$ cat config.mk
export PLATFORM = sky130hd
export DESIGN_NAME = alu_md_ctrl
export DESIGN_NICKNAME = d
export VERILOG_FILES = /design/src/rtl/alu_md_ctrl_pkg.sv /design/src/rtl/alu_md_ctrl_mdu_iter.sv /design/src/rtl/alu_md_ctrl.sv
export SDC_FILE = /design/constraint.sdc
export NUM_CORES = 1
export LEC_CHECK = 0
export ABC_AREA = 1
export BUFFER_PORTS_ARGS = -buffer_cell sky130_fd_sc_hd__clkbuf_2
export CORE_ASPECT_RATIO = 1.75
export CORE_MARGIN = 2
export CORE_UTILIZATION = 69
export CTS_CLUSTER_SIZE = 16
export DETAILED_ROUTE_END_ITERATION = 7
export GPL_TIMING_DRIVEN = 0
export PLACE_DENSITY = 0.92
export SLEW_MARGIN = 10
export SYNTH_ARGS = -nofsm -noshare
export SYNTH_HDL_FRONTEND = slang
export SYNTH_HIERARCHICAL = 1
export SYNTH_SLANG_ARGS = --single-unit
$ cat constraint.sdc
create_clock -name clk -period 5.2 [get_ports clk]
set_clock_uncertainty 0.15 [all_clocks]
set_input_delay 0.26 -clock clk [delete_from_list [all_inputs] [get_ports clk]]
set_output_delay 0.26 -clock clk [all_outputs]
set_load 0.1 [all_outputs]
$ cat src/rtl/alu_md_ctrl_pkg.sv
// Shared ALU / multiply-divide codes, FSM states and the base ALU decoder.
package alu_md_ctrl_pkg;

  // ALU function codes driven on alufn; ALU_NONE marks illegal or unused encodings
  localparam logic [3:0] ALU_NONE = 4'd0;
  localparam logic [3:0] ALU_ADD  = 4'd1;
  localparam logic [3:0] ALU_SUB  = 4'd2;
  localparam logic [3:0] ALU_SLL  = 4'd3;
  localparam logic [3:0] ALU_SLT  = 4'd4;
  localparam logic [3:0] ALU_SLTU = 4'd5;
  localparam logic [3:0] ALU_XOR  = 4'd6;
  localparam logic [3:0] ALU_SRL  = 4'd7;
  localparam logic [3:0] ALU_SRA  = 4'd8;
  localparam logic [3:0] ALU_OR   = 4'd9;
  localparam logic [3:0] ALU_AND  = 4'd10;

  // Main-decoder instruction classes
  localparam logic [1:0] ALUOP_ADD   = 2'b00;
  localparam logic [1:0] ALUOP_SUB   = 2'b01;
  localparam logic [1:0] ALUOP_RTYPE = 2'b10;
  localparam logic [1:0] ALUOP_ITYPE = 2'b11;

  // func3 codes of the base integer ops
  localparam logic [2:0] F3_ADD_SUB = 3'b000;
  localparam logic [2:0] F3_SLL     = 3'b001;
  localparam logic [2:0] F3_SLT     = 3'b010;
  localparam logic [2:0] F3_SLTU    = 3'b011;
  localparam logic [2:0] F3_XOR     = 3'b100;
  localparam logic [2:0] F3_SRL_SRA = 3'b101;
  localparam logic [2:0] F3_OR      = 3'b110;
  localparam logic [2:0] F3_AND     = 3'b111;

  // func7 codes: base ops, alternate (SUB/SRA) and the RV32M group
  localparam logic [6:0] F7_BASE   = 7'b0000000;
  localparam logic [6:0] F7_ALT    = 7'b0100000;
  localparam logic [6:0] F7_MULDIV = 7'b0000001;

  // Multiply/divide operations, encoded exactly as their func3
  typedef enum logic [2:0] {
    MD_MUL    = 3'b000,
    MD_MULH   = 3'b001,
    MD_MULHSU = 3'b010,
    MD_MULHU  = 3'b011,
    MD_DIV    = 3'b100,
    MD_DIVU   = 3'b101,
    MD_REM    = 3'b110,
    MD_REMU   = 3'b111
  } md_op_e;

  // Sequencer states: IDLE, MUL, DIV, DONE
  typedef enum logic [1:0] {
    ST_IDLE = 2'd0,
    ST_MUL  = 2'd1,
    ST_DIV  = 2'd2,
    ST_DONE = 2'd3
  } md_state_e;

  // Base ALU decode; M-extension encodings fall out as ALU_NONE
  function automatic logic [3:0] decode_alufn(input logic [1:0] op,
                                              input logic [2:0] f3,
                                              input logic [6:0] f7);
    logic [3:0] base;
    logic [3:0] res;
    unique case (f3)
      F3_ADD_SUB: base = ALU_ADD;
      F3_SLL:     base = ALU_SLL;
      F3_SLT:     base = ALU_SLT;
      F3_SLTU:    base = ALU_SLTU;
      F3_XOR:     base = ALU_XOR;
      F3_SRL_SRA: base = ALU_SRL;
      F3_OR:      base = ALU_OR;
      default:    base = ALU_AND;
    endcase
    res = ALU_NONE;
    unique case (op)
      ALUOP_ADD: res = ALU_ADD;
      ALUOP_SUB: res = ALU_SUB;
      ALUOP_RTYPE: begin
        if (f7 == F7_BASE) begin
          res = base;
        end else if (f7 == F7_ALT) begin
          if (f3 == F3_ADD_SUB)      res = ALU_SUB;
          else if (f3 == F3_SRL_SRA) res = ALU_SRA;
          else                       res = ALU_NONE;
        end else begin
          res = ALU_NONE;
        end
      end
      default: begin
        if (f3 == F3_SRL_SRA) begin
          if (f7 == F7_BASE)     res = ALU_SRL;
          else if (f7 == F7_ALT) res = ALU_SRA;
          else                   res = ALU_NONE;
        end else begin
          res = base;
        end
      end
    endcase
    return res;
  endfunction

endpackage

$ cat src/rtl/alu_md_ctrl_mdu_iter.sv
// Iterative multiply/divide datapath working on operand magnitudes.
module mdu_iter
  import alu_md_ctrl_pkg::*;
#(
  parameter int XLEN = 32
) (
  input  logic              clk,
  input  logic              rst_n,
  input  logic              load,
  input  logic              clear,
  input  logic              step,
  input  logic              div_mode,
  input  logic [XLEN-1:0]   a_mag,
  input  logic [XLEN-1:0]   b_mag,
  output logic              last,
  output logic [2*XLEN-1:0] prod,
  output logic [XLEN-1:0]   quot,
  output logic [XLEN-1:0]   rem
);

  localparam int CW = $clog2(XLEN) + 1;
  localparam logic [CW-1:0] LAST_CNT = CW'(XLEN - 1);

  logic [CW-1:0]     cnt_q, cnt_d;
  logic [2*XLEN-1:0] mcand_q, mcand_d;
  logic [XLEN-1:0]   mplier_q, mplier_d;
  logic [2*XLEN-1:0] prod_q, prod_d;
  logic [XLEN-1:0]   dvd_q, dvd_d;
  logic [XLEN-1:0]   dvs_q, dvs_d;
  logic [XLEN-1:0]   rem_q, rem_d;
  logic [XLEN:0]     rem_diff;

  // Trial subtraction of the divisor from the left-shifted partial remainder
  assign rem_diff = {rem_q, dvd_q[XLEN-1]} - {1'b0, dvs_q};

  assign last = (cnt_q == LAST_CNT);
  assign prod = prod_q;
  assign quot = dvd_q;
  assign rem  = rem_q;

  // One shift-add or restoring-division step per cycle; load seeds the registers
  always_comb begin
    cnt_d    = cnt_q;
    mcand_d  = mcand_q;
    mplier_d = mplier_q;
    prod_d   = prod_q;
    dvd_d    = dvd_q;
    dvs_d    = dvs_q;
    rem_d    = rem_q;
    if (clear) begin
      cnt_d = '0;
    end else if (load) begin
      cnt_d    = '0;
      mcand_d  = {{XLEN{1'b0}}, a_mag};
      mplier_d = b_mag;
      prod_d   = '0;
      dvd_d    = a_mag;
      dvs_d    = b_mag;
      rem_d    = '0;
    end else if (step) begin
      cnt_d = last ? '0 : cnt_q + CW'(1);
      if (div_mode) begin
        if (!rem_diff[XLEN]) begin
          rem_d = rem_diff[XLEN-1:0];
          dvd_d = {dvd_q[XLEN-2:0], 1'b1};
        end else begin
          rem_d = {rem_q[XLEN-2:0], dvd_q[XLEN-1]};
          dvd_d = {dvd_q[XLEN-2:0], 1'b0};
        end
      end else begin
        if (mplier_q[0]) prod_d = prod_q + mcand_q;
        mcand_d  = mcand_q << 1;
        mplier_d = mplier_q >> 1;
      end
    end
  end

  // Datapath registers, cleared by reset
  always_ff @(posedge clk or negedge rst_n) begin
    if (!rst_n) begin
      cnt_q    <= '0;
      mcand_q  <= '0;
      mplier_q <= '0;
      prod_q   <= '0;
      dvd_q    <= '0;
      dvs_q    <= '0;
      rem_q    <= '0;
    end else begin
      cnt_q    <= cnt_d;
      mcand_q  <= mcand_d;
      mplier_q <= mplier_d;
      prod_q   <= prod_d;
      dvd_q    <= dvd_d;
      dvs_q    <= dvs_d;
      rem_q    <= rem_d;
    end
  end

endmodule

$ cat src/rtl/alu_md_ctrl.sv
// EX-stage ALU decoder with an optional RV32M multiply/divide sequencer.
module alu_md_ctrl
  import alu_md_ctrl_pkg::*;
#(
  parameter int XLEN     = 32,
  parameter bit ENABLE_M = 1'b1
) (
  input  logic            clk,
  input  logic            rst_n,
  input  logic            valid,
  input  logic [1:0]      alu_op,
  input  logic [6:0]      func7,
  input  logic [2:0]      func3,
  input  logic [XLEN-1:0] rs1,
  input  logic [XLEN-1:0] rs2,
  input  logic            flush,
  output logic [3:0]      alufn,
  output logic            md_sel,
  output logic            stall,
  output logic            md_done,
  output logic [XLEN-1:0] md_result
);

  assign alufn = decode_alufn(alu_op, func3, func7);

  if (ENABLE_M) begin : g_md
    localparam logic [XLEN-1:0] XMIN = {1'b1, {(XLEN-1){1'b0}}};

    md_state_e       state_q, state_d;
    md_op_e          op_q, op_d;
    logic            a_neg_q, a_neg_d;
    logic            b_neg_q, b_neg_d;
    logic            fast_q, fast_d;
    logic            div0_q, div0_d;
    logic [XLEN-1:0] rs1_q, rs1_d;
    logic [XLEN-1:0] md_result_q, md_result_d;

    logic            is_m_op, start, in_is_div, in_a_signed, in_b_signed, in_div_signed;
    logic            a_neg_in, b_neg_in, div0_in, ovf_in, fast_in;
    logic [XLEN-1:0] a_mag, b_mag;
    logic            iter_last, iter_step;
    logic [2*XLEN-1:0] iter_prod, prod_fix;
    logic [XLEN-1:0] iter_quot, iter_rem, quot_fix, rem_fix, fixed_result;

    // Operand classification at the start of an M op: signedness, magnitudes, fast paths
    assign is_m_op       = (alu_op == ALUOP_RTYPE) && (func7 == F7_MULDIV);
    assign start         = (state_q == ST_IDLE) && valid && is_m_op && !flush;
    assign in_is_div     = func3[2];
    assign in_div_signed = func3[2] && !func3[0];
    assign in_a_signed   = (!func3[2] && (func3 != MD_MULHU)) || in_div_signed;
    assign in_b_signed   = (func3 == MD_MUL) || (func3 == MD_MULH) || in_div_signed;
    assign a_neg_in      = in_a_signed && rs1[XLEN-1];
    assign b_neg_in      = in_b_signed && rs2[XLEN-1];
    assign a_mag         = a_neg_in ? -rs1 : rs1;
    assign b_mag         = b_neg_in ? -rs2 : rs2;
    assign div0_in       = (rs2 == '0);
    assign ovf_in        = in_div_signed && (rs1 == XMIN) && (rs2 == '1);
    assign fast_in       = in_is_div && (div0_in || ovf_in);
    assign iter_step     = ((state_q == ST_MUL) || (state_q == ST_DIV)) && !flush;

    mdu_iter #(.XLEN(XLEN)) u_iter (
      .clk      (clk),
      .rst_n    (rst_n),
      .load     (start),
      .clear    (flush),
      .step     (iter_step),
      .div_mode (state_q == ST_DIV),
      .a_mag    (a_mag),
      .b_mag    (b_mag),
      .last     (iter_last),
      .prod     (iter_prod),
      .quot     (iter_quot),
      .rem      (iter_rem)
    );

    // Sign fix-up of the magnitude results and selection of the requested field
    always_comb begin
      prod_fix     = (a_neg_q ^ b_neg_q) ? -iter_prod : iter_prod;
      quot_fix     = (a_neg_q ^ b_neg_q) ? -iter_quot : iter_quot;
      rem_fix      = a_neg_q ? -iter_rem : iter_rem;
      fixed_result = '0;
      unique case (op_q)
        MD_MUL:                      fixed_result = prod_fix[XLEN-1:0];
        MD_MULH, MD_MULHSU, MD_MULHU: fixed_result = prod_fix[2*XLEN-1:XLEN];
        MD_DIV, MD_DIVU: begin
          if (fast_q) fixed_result = div0_q ? '1 : rs1_q;
          else        fixed_result = quot_fix;
        end
        default: begin
          if (fast_q) fixed_result = div0_q ? rs1_q : '0;
          else        fixed_result = rem_fix;
        end
      endcase
    end

    // Next-state logic: flush wins, otherwise start / iterate / report / return to idle
    always_comb begin
      state_d     = state_q;
      op_d        = op_q;
      a_neg_d     = a_neg_q;
      b_neg_d     = b_neg_q;
      fast_d      = fast_q;
      div0_d      = div0_q;
      rs1_d       = rs1_q;
      md_result_d = md_result_q;
      if (flush) begin
        state_d = ST_IDLE;
      end else begin
        unique case (state_q)
          ST_IDLE: begin
            if (start) begin
              op_d    = md_op_e'(func3);
              a_neg_d = a_neg_in;
              b_neg_d = b_neg_in;
              fast_d  = fast_in;
              div0_d  = div0_in;
              rs1_d   = rs1;
              if (fast_in)        state_d = ST_DONE;
              else if (in_is_div) state_d = ST_DIV;
              else                state_d = ST_MUL;
            end
          end
          ST_MUL, ST_DIV: begin
            if (iter_last) state_d = ST_DONE;
          end
          default: begin
            md_result_d = fixed_result;
            state_d     = ST_IDLE;
          end
        endcase
      end
    end

    // Sequencer state and latched operation context
    always_ff @(posedge clk or negedge rst_n) begin
      if (!rst_n) begin
        state_q     <= ST_IDLE;
        op_q        <= MD_MUL;
        a_neg_q     <= 1'b0;
        b_neg_q     <= 1'b0;
        fast_q      <= 1'b0;
        div0_q      <= 1'b0;
        rs1_q       <= '0;
        md_result_q <= '0;
      end else begin
        state_q     <= state_d;
        op_q        <= op_d;
        a_neg_q     <= a_neg_d;
        b_neg_q     <= b_neg_d;
        fast_q      <= fast_d;
        div0_q      <= div0_d;
        rs1_q       <= rs1_d;
        md_result_q <= md_result_d;
      end
    end

    assign md_done   = (state_q == ST_DONE) && !flush;
    assign md_sel    = md_done;
    assign md_result = md_done ? fixed_result : md_result_q;
    assign stall     = rst_n && !flush &&
                       (((state_q == ST_IDLE) && valid && is_m_op) ||
                        (state_q == ST_MUL) || (state_q == ST_DIV));
  end else begin : g_no_md
    logic unused_inputs;
    assign unused_inputs = ^{clk, rst_n, valid, flush, rs1, rs2};
    assign md_sel        = 1'b0;
    assign stall         = 1'b0;
    assign md_done       = 1'b0;
    assign md_result     = '0;
  end

endmodule
==> summary by stage, run 1 <==
Run status
The flow did not finish. The failing step is global routing. The first error in the log reads "[ERROR GRT-0116] Global routing finished with congestion. Check the congestion regions in the DRC Viewer".

Clock network
CTS built an H-tree with a depth of 2. The longest clock path from root to sink contains 3 buffers. The buffer count from post-CTS setup fixing is 0.

The clock net sink count is 335. In this run the clock root is driven by a clkbuf_16. The number of clock buffers inserted by TritonCTS is 34.

Placed design
Detailed placement ended at an HPWL of about 100000 µm. The count of buffers added on input and output ports is 118. The number of placed instances, taps included, is between 5000 and 6000. The congestion estimate from routability-driven global placement came to 1.26. The pre-CTS setup slack is 0.777 ns.

Yosys
Counting flops and latches in the post-synthesis netlist gives between 300 and 400. The cell count after synthesis came out at just under 5000. The count of cell types in the netlist is 60.

The number of enable flip-flop cells after synthesis is 0. The area fraction of the dominant cell type after synthesis is 0.284. For this run, asynchronously set or reset flops after synthesis account for 1.00.

A synthesized cell averages 6.03 µm². The total of warnings raised by yosys is 6. Of the synthesized area, sequential elements account for 0.284. The cell with the most instances after synthesis is nand2_1. The number of nets in the synthesized netlist is 5077.

By area the synthesized netlist is led by dfrtp_1 28%, nand2_1 23%, inv_1 9.2%, nand3_1 6.2%, nor2_1 5.6%. The commonest cells after synthesis are 1782 x nand2_1, 720 x inv_1, 443 x nor2_1. dfrtp_1 takes more of the synthesized area than any other cell. The prevailing post-synth register cell is dfrtp_1. The mapped cell area is between 0.02 and 0.03 mm².

Floorplanning
~120 I/O pins were placed. From bottom edge to top edge, the die measures 277 µm. The starting density of the core is 0.695. The floorplan has 100 rows. The horizontal die dimension is 160 µm.

Global route
Global routing finished with a remaining overflow of ~640. The number of global-route vias before repair was around 39000. The largest net degree at the start of global routing is between 90 and 100. The total routing usage reported by global routing is 0.750. The first-pass GRT wire length is about 260000 µm.
-- kinds of logic after synthesis --
family,after synthesis,share of synthesized area
simple gates,2844,0.405
buf+inv,877,0.117
compound gates,640,0.122
flops,335,0.284
fa+ha+maj,109,0.0468
xor+xnor,83,0.0247
-- layer usage --
layer	track usage	overflow
met5	0.123	0
met4	0.827	202
met3	0.520	13
met2	0.992	422
met1	0.709	5
-- through the flow --
stage          utilization  cell area, µm²
3_5_place_dp         0.728           30900
4_1_cts              0.765           32400
2_1_floorplan            -           29500
3_3_place_gp         0.725           30800
-- repair_timing --
item / in CTS
hold endpoints to repair: 115
resized for setup: 0
hold buffers: 43
==> inputs of run 2 (changes only) <==
--- a/config.mk
+++ b/config.mk
@@ -7,13 +7,11 @@
 export LEC_CHECK = 0
 export ABC_AREA = 1
 export BUFFER_PORTS_ARGS = -buffer_cell sky130_fd_sc_hd__clkbuf_2
-export CORE_ASPECT_RATIO = 1.75
 export CORE_MARGIN = 2
-export CORE_UTILIZATION = 69
-export CTS_CLUSTER_SIZE = 16
+export CORE_UTILIZATION = 40
 export DETAILED_ROUTE_END_ITERATION = 7
 export GPL_TIMING_DRIVEN = 0
-export PLACE_DENSITY = 0.92
+export PLACE_DENSITY_LB_ADDON = 0.15
 export SLEW_MARGIN = 10
 export SYNTH_ARGS = -nofsm -noshare
 export SYNTH_HDL_FRONTEND = slang
==> summary by stage, run 2 <==
Floorplanning
The floorplan step set the die height to about 280 µm. The starting density of the core is 0.404. The floorplan die area is roughly 0.076 mm².

The placeable core region is approximately 0.073 mm². between 100 and 150 I/O pins were placed. The horizontal die dimension is approximately 280 µm. The number of rows created at floorplan is 99.

Yosys
The share of synthesized area occupied by flip-flops and latches is 0.284. The cell with the most instances after synthesis is nand2_1. The number of storage elements in the synthesis netlist is around 340. By area the synthesized netlist is led by dfrtp_1 28%, nand2_1 23%, inv_1 9.2%, nand3_1 6.2%, nor2_1 5.6%. Sorting the synthesized cells by how often they occur yields 1782 x nand2_1, 720 x inv_1, 443 x nor2_1. The synthesized netlist contains 60 unique library cells. Synthesis produced between 4000 and 5000 cells. The largest area contributor in the synthesized netlist is dfrtp_1.

The number of enable flip-flop cells after synthesis is 0. The share of synthesized area in the top cell type comes to 0.284. The mapped cell area is between 0.02 and 0.03 mm². The total of warnings raised by yosys is 6. The prevailing post-synth register cell is dfrtp_1. The post-synthesis async set-or-reset flop share is 1.00. The per-instance average area after synthesis is about 6.0 µm². The number of nets in the synthesized netlist is around 5000.

Clock network
Counting the buffers created by CTS gives 43. TritonCTS built the clock tree. The clock passes through at most 3 buffers.

The clock slew at the register clock pins of the worst setup and hold paths is roughly 0.060 ns. Clock latency on the worst-skew pair, taken at its later pin, is around 0.59 ns. The library cell used as clock root buffer is clkbuf_16. The number of setup buffers added after CTS is 0. The level count of the clock H-tree is 2. The clock net sink count is around 340.

STA
The actual transition at the worst max-transition pin is roughly 1.2 ns. The worst slew margin relative to its limit is 0.181. Counting I/O delays and the setup requirement, the final critical path takes ~4.9 ns. The number of hold violations in the final report came to 0. Setup repair after global routing left no endpoint under its margin. The highest clock rate is slightly above 0.2 GHz.

The share of the clock period used by the worst path after layout is 0.941. The post-route worst hold slack is about 0.016 ns. Setup violations remaining at the end of the flow were counted as 0.

The count of pins over their slew limit came to 0.

Critical path
The type of origin of the critical path is a register. In this run the register-to-register setup slack is just over 0.3 ns. Data on the critical path is required at its endpoint by around 5.5 ns. The worst-path maximum fanout is 13. Data arrives at the worst endpoint at approximately 5.2 ns. The kind of critical path is register to register. STA classifies the critical path endpoint as a register.

Cells and area
The number of diodes is 0. In the layout the commonest cells are 1782 x nand2_1, 720 x inv_1, 443 x nor2_1. The final design area excluding fillers is 0.0336 mm². The leading cell type in the layout, fill and taps excluded is nand2_1.

From synthesis to final layout, the design area changed by 14.1%. The sequential cell area in the final layout is approximately 0.0084 mm². In the final layout, the share of cells above drive strength 1 is 0.0732. The area of combinational cells with multiple inputs is 0.0176 mm².

For this run, the post-layout net count is around 5300. After filler insertion, the fill cell instance count of the layout stands at slightly below 8000.

Pwr
The sequential cell fraction of total power is 0.287. The total power density per cell area is around 440 mW/mm². The share of total power dissipated in combinational logic is 0.481. The switching power as a share of total power is 0.493.

The net load switching power is ~7200 µW. The internal portion of total power is 7450 µW. The static power due to leakage is 0.0179 µW. Of the total power, the clock network draws 0.232. Across the VDD grid, the largest voltage drop is 0.718 mV.

Global route
The number of global-route vias before repair was ~30000. The total routing usage reported by global routing is 0.327. Entering global routing, the biggest net connects 94 pins.

The number of antenna violations at the first check in global routing is 4. The first global-routing pass estimated between 150000 and 200000 µm of wire. For this run the aggregate overflow at the end of global routing stands at 0.

Detailed routing
The via count is 32691. The average wire per cell in the routed design is 20.5 µm. Once detail routing completed, the nets flagged for antenna violations numbered 0. The pre-antenna-repair detailed-routing pass consisted of 6 iterations. The overall routed net length is 125000 µm. The iteration-0 DRC count of the detailed router is 3442. For this run, design rule violations remaining after detail routing come to 0.

The average via count per standard cell is 5.35.

Placed design
Port buffering added 118 buffers. At the end of routability-driven placement, the weighted congestion stood at about 1. Once detailed placement completed, the half-perimeter wirelength came to roughly 100000 µm. In this run the cell area measured after placement is about 0.031 mm².

Min path
The path class of the lowest-slack min-delay path is input pin to asynchronous set/reset pin.

Job
Max-cap violations in this run came to 0.

Run status
The run finished with clean final reports.
run 2: cell counts after synthesis:
No cell type changed its count.
run 2: path summary, 6_finish.rpt:
| path | start | to | cells past startpoint |
|---|---|---|---|
| max | g_md.state_q[1] | g_md.u_iter/quot[22] | 12 |
| max in group asynchronous | rst_n | g_md.u_iter/mplier_q[28] | 5 |
| min reg2reg | g_md.md_result_q[17] | g_md.md_result_q[17] | 2 |
| min in group clk | valid | g_md.fast_q | 5 |
| min | rst_n | g_md.u_iter/prod[12] | 2 |
| max reg2reg | g_md.state_q[1] | g_md.u_iter/quot[22] | 12 |
run 2: routing by layer:
| metal | global-route usage | wire length [µm] | vias to the layer above | share of wire |
|---|---|---|---|---|
| li1 | - | - | 15957 | - |
| met1 | 0.458 | 56000 | 15246 | 0.45 |
| met2 | 0.505 | 54100 | 1265 | 0.43 |
| met3 | 0.0544 | 10000 | 221 | 0.080 |
| met4 | 0.123 | 5230 | 2 | 0.042 |
| met5 | 0 | 16 | - | 0.00013 |
run 2: worst max-delay path, stage by stage, from the launching register on:
cell and delay, ns:
dfrtp_1 0.43, inv_1 0.10, ha_1 0.23, nand2_1 0.13, nor4_1 0.31, nand2_1 0.11, nor2_1 0.46, buf_2 0.46
clkbuf_1 0.95, nor2_1 0.58, clkbuf_1 0.43, a22oi_1 0.34, nand2_1 0.08
run 2: power by group through the flow:
stage	Sequential (µW)	Combinational (µW)	Clock, µW
4_1_cts	4180	6950	3460
5_1_grt	4270	7820	3550
3_3_place_gp	4210	6820	0
6_report	4220	7070	3400
2_1_floorplan	3720	5150	0
3_5_place_dp	4210	6870	0
run 2: cell families (layout without fill, tap and decap cells):
group | Yosys count | count (layout) | synth area share
compound gates | 640 | 640 | 0.122
xor+xnor | 83 | 83 | 0.0247
fa+ha+maj | 109 | 109 | 0.0468
buf+inv | 877 | 1141 | 0.117
flops | 335 | 335 | 0.284
simple gates | 2844 | 2844 | 0.405
run 2: cell type report:
| class | count | area share |
|---|---|---|
| clock inverter | 19 | 0.00934 |
| timing repair buffer | 187 | 0.0404 |
| buffer | 135 | 0.0202 |
| tap | 959 | 0.0357 |
| clock buffer | 58 | 0.0379 |
| inverter | 742 | 0.0828 |
| multi-input combinational | 3676 | 0.524 |
| sequential | 335 | 0.249 |
run 2: what timing repair did:
action	4_1_cts	5_1_grt
endpoints found under the hold margin	183	0
setup endpoints to repair	0	1
hold buffers	65	0
resized for setup	0	1
run 2: metrics by stage:
step / worst slack, ns / std cells / setup TNS (ns) / util / power [µW]
global placement: -4.36 / 5965 / -1435.38 / 0.429 / 11000
detailed placement: 0.319 / 5969 / 0 / 0.430 / 11100
global route: 0.0377 / 6111 / 0 / 0.461 / 15600
CTS: 0.224 / 6111 / 0 / 0.461 / 14600
floorplan: 1.69 / 4888 / 0 / - / 8870
finish: 0.304 / 6111 / 0 / 0.461 / 14700
Note: power is estimated with default switching activity, not from simulation.
